**src/rtl/fetch_queue.sv**
```systemverilog
// Instruction-fetch front end with a decoupled prefetch queue.
// Sequential PCs are issued to instruction memory and responses are buffered
// in a circular queue until decode consumes them. A redirect flushes the queue.
// Responses still owed to the old stream are discarded using a drop counter.
module fetch_queue #(
   parameter int unsigned     XLEN         = 32,
   parameter int unsigned     DEPTH        = 4,
   parameter logic [XLEN-1:0] RESET_VECTOR = XLEN'(32'h8000_0000)
) (
   input  logic            clk,
   input  logic            rst,
   input  logic            redirect_valid,
   input  logic [XLEN-1:0] redirect_pc,
   output logic            imem_req_valid,
   input  logic            imem_req_ready,
   output logic [XLEN-1:0] imem_req_addr,
   input  logic            imem_resp_valid,
   input  logic [31:0]     imem_resp_data,
   output logic            inst_valid,
   input  logic            inst_ready,
   output logic [XLEN-1:0] inst_pc,
   output logic [31:0]     inst_data
);

   localparam int unsigned AW = $clog2(DEPTH);
   // Counters must be able to hold DEPTH itself.
   localparam int unsigned CW = AW + 1;

   logic [XLEN-1:0]  fetch_pc_q, fetch_pc_d;
   logic [XLEN-1:0]  pc_q   [DEPTH];
   logic [31:0]      data_q [DEPTH];
   logic [DEPTH-1:0] filled_q, filled_d;
   logic [AW-1:0]    alloc_q, alloc_d;
   logic [AW-1:0]    fill_q, fill_d;
   logic [AW-1:0]    head_q, head_d;
   logic [CW-1:0]    count_q, count_d;
   // Responses still owed to flushed streams.
   logic [CW-1:0]    drop_q, drop_d;
   // Allocated entries of the current stream that still await their response.
   logic [CW-1:0]    pend_q, pend_d;

   logic [CW:0] credit_used;
   logic        req_fire;
   logic        deq;
   logic        resp_drop;
   logic        resp_fill;

   // Handshake decode and credit check.
   always_comb begin
      credit_used    = {1'b0, count_q} + {1'b0, drop_q};
      imem_req_valid = ~rst & ~redirect_valid & (credit_used < (CW+1)'(DEPTH));
      imem_req_addr  = fetch_pc_q;
      req_fire       = imem_req_valid & imem_req_ready;
      inst_valid     = ~rst & ~redirect_valid & filled_q[head_q];
      inst_pc        = pc_q[head_q];
      inst_data      = data_q[head_q];
      deq            = inst_valid & inst_ready;
      resp_drop      = imem_resp_valid & (drop_q != '0);
      // A response with nothing owed and nothing pending is ignored.
      resp_fill      = imem_resp_valid & (drop_q == '0) & (pend_q != '0);
   end

   // Next-state for pointers, counters and fetch PC.
   always_comb begin
      fetch_pc_d = fetch_pc_q;
      filled_d   = filled_q;
      alloc_d    = alloc_q;
      fill_d     = fill_q;
      head_d     = head_q;
      count_d    = count_q;
      drop_d     = drop_q;
      pend_d     = pend_q;
      if (redirect_valid) begin
         fetch_pc_d = redirect_pc;
         filled_d   = '0;
         alloc_d    = '0;
         fill_d     = '0;
         head_d     = '0;
         count_d    = '0;
         pend_d     = '0;
         // Every unfilled entry becomes a response to drop; one arriving now
         // is consumed immediately.
         drop_d     = drop_q + pend_q - CW'(resp_drop | resp_fill);
      end else begin
         if (req_fire) begin
            alloc_d    = alloc_q + 1'b1;
            fetch_pc_d = fetch_pc_q + XLEN'(4);
         end
         if (resp_drop) begin
            drop_d = drop_q - 1'b1;
         end
         if (resp_fill) begin
            filled_d[fill_q] = 1'b1;
            fill_d           = fill_q + 1'b1;
         end
         if (deq) begin
            filled_d[head_q] = 1'b0;
            head_d           = head_q + 1'b1;
         end
         count_d = count_q + CW'(req_fire) - CW'(deq);
         pend_d  = pend_q + CW'(req_fire) - CW'(resp_fill);
      end
   end

   // Control state register with synchronous reset.
   always_ff @(posedge clk) begin
      if (rst) begin
         fetch_pc_q <= RESET_VECTOR;
         filled_q   <= '0;
         alloc_q    <= '0;
         fill_q     <= '0;
         head_q     <= '0;
         count_q    <= '0;
         drop_q     <= '0;
         pend_q     <= '0;
      end else begin
         fetch_pc_q <= fetch_pc_d;
         filled_q   <= filled_d;
         alloc_q    <= alloc_d;
         fill_q     <= fill_d;
         head_q     <= head_d;
         count_q    <= count_d;
         drop_q     <= drop_d;
         pend_q     <= pend_d;
      end
   end

   // Queue payload storage; validity lives in filled_q so no reset is needed.
   always_ff @(posedge clk) begin
      if (!rst && !redirect_valid) begin
         if (req_fire) begin
            pc_q[alloc_q] <= fetch_pc_q;
         end
         if (resp_fill) begin
            data_q[fill_q] <= imem_resp_data;
         end
      end
   end

endmodule

```
**config.mk**
```make
export PLATFORM = sky130hd
export DESIGN_NAME = fetch_queue
export DESIGN_NICKNAME = d
export VERILOG_FILES = /design/src/rtl/fetch_queue.sv
export SDC_FILE = /design/constraint.sdc
export NUM_CORES = 1
export LEC_CHECK = 0
export ABC_CLOCK_PERIOD_IN_PS = 5800
export CAP_MARGIN = 25
export CORE_ASPECT_RATIO = 0.8
export CORE_UTILIZATION = 55
export CTS_CLUSTER_SIZE = 10
export DETAILED_ROUTE_END_ITERATION = 6
export PLACE_DENSITY = 0.9
export RECOVER_POWER = 25
export SLEW_MARGIN = 0
export SYNTH_ARGS = -nofsm -noshare
export SYNTH_HDL_FRONTEND = slang
export SYNTH_SLANG_ARGS = --single-unit
```
**constraint.sdc**
```tcl
create_clock -name clk -period 5.8 [get_ports clk]
set_clock_uncertainty 0.1 [all_clocks]
set_input_delay 0.58 -clock clk [delete_from_list [all_inputs] [get_ports clk]]
set_output_delay 0.58 -clock clk [all_outputs]
set_load 0.02 [all_outputs]
```
## After elaboration in Yosys (flattened, before gate mapping)

Memories as Yosys holds them, arrays and structs flattened. A register that Yosys moved wholly into a read port is not among the register bits.
Index checks and enable logic that the tools add are counted.

- Add/sub/neg operators: 12
- Magnitude comparators: 5
- Mux-type cells: 23
- Bitwise gates (word level): 14
- Reduce and logical (&&, ||, !) cells: 11

Operator list:

| kind | count |
|---|---|
| 32-bit 2-to-1 mux | 2 |
| 32-bit by 3-bit adder with 32-bit output, second input constant | 1 |
| 4-bit 2-to-1 mux | 3 |
| 1-bit 2-to-1 mux | 9 |
| 3-bit by 1-bit subtractor with 3-bit output | 3 |
| 1-bit bitwise AND | 8 |
| 2-bit 2-to-1 mux | 4 |
| 2-bit by 1-bit adder with 2-bit output, second input constant | 3 |
| 3-bit by 1-bit adder with 3-bit output | 2 |
| 2-bit by 3-bit less-than comparator with 1-bit output, second input constant | 2 |
| 3-bit 2-to-1 mux | 2 |
| 3-bit nonzero test | 2 |
| 3-bit by 3-bit adder with 4-bit output | 1 |
| 4-bit bitwise AND | 1 |
| 1-bit demux with 2-bit select | 2 |
| 2-bit by 1-bit greater-or-equal comparator with 1-bit output, second input constant | 2 |
| 4-bit by 3-bit less-than comparator with 1-bit output, second input constant | 1 |
| 4-bit inverter | 1 |
| 4-bit bitwise OR | 1 |
| 2-bit nonzero test | 2 |
| 3-bit adder | 1 |
| 1-bit logical AND | 3 |
| 3-bit logical NOT | 1 |
| 3-bit by 1-bit subtractor with 3-bit output, second input constant | 1 |
| other kinds (5) | 7 |

- Register bits: 51
- Bits in writable memories: 256
- Output and inout bits: 98
- Word-level logic and storage cells: 75
- Memories: 2

Memory list:

| memory | words | bits a word | rd ports | clocked after Yosys merged registers in | write ports | line | source |
|---|---|---|---|---|---|---|---|
| data_q | 4 | 32 | 1 | 1 | 1 | 31 | `logic [31:0] data_q [DEPTH];` |
| pc_q | 4 | 32 | 1 | 1 | 1 | 30 | `logic [XLEN-1:0] pc_q [DEPTH];` |

## Longest topological paths before layout

- Depth after elaboration: 9
- Depth in mapped cells: 14
- Depth with buffers taken out: 13

## Worst setup path after synthesis

Ideal clock, no wire load.

- Path kind: input to register
- From: in redirect_valid
- To: reg pend_q[2]
- Library setup time: 0.128 ns
- Arrival: 3.069 ns
- Data required time: 5.572 ns
- Slack: 2.503 ns
- Stages on the path: 14
- Path buffers: 4
- Path through: clkbuf_1 -> or2_1 -> buf_2 -> nor4_4 -> inv_2 -> buf_2 -> buf_2 -> ha_1 -> inv_1 -> ha_1 -> fa_1 -> xnor2_1 -> xnor2_1 -> nor2_1

- Longest elaborated chain between the ends: 6

RTL lines:

| item | line | source |
|---|---|---|
| from (decl) | 12 | `input logic redirect_valid,` |
| 1-bit inverter | 51 | `imem_req_valid = ~rst & ~redirect_valid & (credit_used < (CW+1)'(DEPTH));` |
| 1-bit bitwise AND (2 in a row) | 51 |  |
| 1-bit bitwise AND | 53 | `req_fire = imem_req_valid & imem_req_ready;` |
| 3-bit by 1-bit adder with 3-bit output | 101 | `pend_d = pend_q + CW'(req_fire) - CW'(resp_fill);` |
| 3-bit by 1-bit subtractor with 3-bit output | 101 |  |
| to (signal assigned) | 124 | `pend_q <= pend_d;` |
| to (decl) | 40 | `logic [CW-1:0] pend_q, pend_d;` |

Parallel ways exist; a longest one is shown, timed or not.
A chain may end at the register's enable or synchronous reset.

## Final worst setup path

- From: in redirect_valid
- To: reg count_q[2]

- Longest elaborated chain between the ends: 6

RTL lines:

| item | line | source |
|---|---|---|
| 1-bit inverter | 51, 54 |  |
| 1-bit bitwise AND | 51, 54 |  |
| 1-bit bitwise AND | 51 |  |
| 1-bit bitwise AND | 53 |  |
| 3-bit by 1-bit adder with 3-bit output | 100 | `count_d = count_q + CW'(req_fire) - CW'(deq);` |
| 3-bit by 1-bit subtractor with 3-bit output | 100 |  |
| to (signal assigned) | 122 | `count_q <= count_d;` |
| to (decl) | 36 | `logic [CW-1:0] count_q, count_d;` |

Parallel ways exist; a longest one is shown, timed or not.

==> flow_summary.json <==
{
  "synth.area.top_cells": "edfxtp_1, mux4_2, dfxtp_1",
  "power_leakage_uw": 0.005011,
  "synth_edf_count": 256,
  "grt.total_usage_pct": 23.51,
  "holdBufCountCts": 0,
  "final_nets": 1000,
  "fp-row-count": 48,
  "slew_headroom_pct": 31.65,
  "finalInstanceArea_sq_um": 15380,
  "hpwl_microns": 16810,
  "arrival_ns": 4.14,
  "synthesis.area_sq_um": 12340,
  "initial_core_util_pct": 56.58,
  "grt_pass1_wl_microns": 40650,
  "total_power_uw": 4845,
  "ys_seq_area_share_pct": 70.92,
  "yosysTopAreaCell": "edfxtp_1",
  "viasPerCell": 5.876,
  "detail-route-antenna-nets": 0,
  "cp-start-kind": "input pin",
  "overflow": 0,
  "synthDistinctLibCells": 55,
  "peakVddDrop_v": 0.0002421,
  "outcome": "finished clean",
  "numPortBuffers": 167,
  "core_area_sq_um": 21800,
  "nFillCells": 1362,
  "wirelength_microns": 26410,
  "ys_async_sr_fraction_pct": 0,
  "route.vias.total": 7227,
  "drive_above_1_share_pct": 13.66,
  "cts_root_buffer": "clkbuf_16",
  "dieArea_sq_um": 23030,
  "path_max_fanout": 44,
  "cts_sinks": 309,
  "antenna_found_initial": 0,
  "postLayoutCoreUtil_pct": 70.55,
  "fin_crit_sh_pct": 66.98,
  "cap_violations": 0,
  "first_pass_iters": 7,
  "synth_cells": 721,
  "clockBufferDepth": 3,
  "maxSlewViolCount": 0,
  "antenna_cells": 0,
  "tns_ns": 0,
  "cp-end-kind": "flip-flop",
  "syn_nets": 818,
  "cts_setup_buffers": 0,
  "synth.avg_cell_area_sq_um": 17.11,
  "path_clk_slew_ns": 0.06,
  "post-synth-top-count-cell": "edfxtp_1",
  "h-tree-depth": 2,
  "hold_slack_ns": 0.3992,
  "place_congestion": 0.8205,
  "hold_class": "flip-flop to flip-flop",
  "hold_viol": 0,
  "drt-initial-drc-count": 818,
  "grt_max_degree": 65,
  "required_ns": 6.05,
  "area_growth_pct": 24.69,
  "synth_flop_cell": "edfxtp_1",
  "drcViolationCount": 0,
  "cts_buffers": 36,
  "fmax_mhz": 257.4,
  "dpl_cell_area_sq_um": 14350,
  "worst_pin_slew_ns": 1.022,
  "ys_warn_count": 0,
  "synth-seq-cells": 309,
  "yosys-top-cells-count": "edfxtp_1, mux4_2, dfxtp_1, nand2_1, nor2_1",
  "crit_type": "input pin to flip-flop",
  "die_y_microns": 136.0,
  "p_per_area_nw_per_um2": 315.0,
  "rsz0062_at_grt": "no",
  "clkLatencyLatePin_ns": 0.50,
  "period_minus_slack_ns": 3.885,
  "setup_viol": 0,
  "dieWidth_microns": 169.4,
  "wire_per_inst_microns": 21.47,
  "cts_resized": 0,
  "ios": 168,
  "cts_tree": "built",
  "grt_pass1_vias": 7188,
  "yosysTopAreaCellShare_pct": 62.32
}
## critical path, stage by stage
cell and delay, ns:
clkdlybuf4s50_1 0.40, buf_4 0.27, or2_1 0.51, nor4_4 0.29, buf_4 0.34, inv_2 0.31
ha_1 0.37, inv_1 0.04, ha_1 0.18, fa_1 0.39, xnor2_1 0.19, xnor2_1 0.15
nor2_1 0.07
## per-layer routing
| metal | share of wire [%] | track usage [%] | vias to the layer above | routed length (microns) |
|---|---|---|---|---|
| li1 | - | - | 3199 | - |
| met1 | 42 | 33.75 | 3616 | 11100 |
| met2 | 48 | 37.24 | 354 | 12770 |
| met3 | 7.4 | 4.512 | 58 | 1942 |
| met4 | 2.3 | 6.406 | 0 | 597 |
| met5 | 0 | 0 | - | 0 |
## stage by stage
stage          std cells  setup slack, ns
6_report            1230            1.915
5_1_grt             1230            1.710
4_1_cts             1230            2.002
3_5_place_dp        1165            1.492
3_3_place_gp        1164            1.575
2_1_floorplan        721            2.503
## final timing paths
check | slack (ns) | startpoint | to | depth (start not counted)
setup reg to reg | 2.24 | drop_q[2] | count_q[2] | 12
hold reg to reg | 0.40 | alloc_q[1] | alloc_q[1] | 2
hold / removal | 0.40 | alloc_q[1] | alloc_q[1] | 2
setup / recovery | 1.92 | redirect_valid | count_q[2] | 13
## layout make-up
class | instances | area (sq um) | area share (%)
sequential | 309 | 8756 | 56.93
multi-input combinational | 347 | 3328 | 21.64
timing repair buffer | 179 | 1782 | 11.58
clock buffer | 63 | 1002 | 6.516
tap | 300 | 375.4 | 2.440
inverter | 30 | 112.6 | 0.7321
clock inverter | 2 | 25.02 | 0.1627
## cell usage in the layout, fill, tap and decap left out, types with 15 or more instances in the layout
cell type	count
a21oi_1	21
a31oi_1	15
clkbuf_1	27
clkbuf_16	36
clkdlybuf4s50_1	152
dfxtp_1	51
dlygate4sd3_1	15
edfxtp_1	256
ha_1	24
inv_1	29
mux4_2	65
nand2_1	40
nor2_1	30
xnor2_1	16
## sequential cells by signal, summed over array words and instances, names as in the netlist, named ones only
register and count:
data_q 128, pc_q 128, imem_req_addr 32, filled_q 4, count_q 3, drop_q 3, pend_q 3, alloc_q 2
fill_q 2, head_q 2
## power by group
group / internal (uW) / switching [uW]
combinational: 179 / 185
clock: 1170 / 815
sequential: 2440 / 53.0
## kinds of logic after synthesis
group,after synthesis,synth area share (%)
buffers and inverters,65,2.140
AO/OA/AOI/OAI,82,4.189
flip-flops,309,70.92
adder cells (fa/ha/maj),27,2.921
AND/OR/NAND/NOR,150,6.269
XOR/XNOR,18,1.278
multiplexers,70,12.28
No activity file was read; power rests on OpenSTA's default activity.
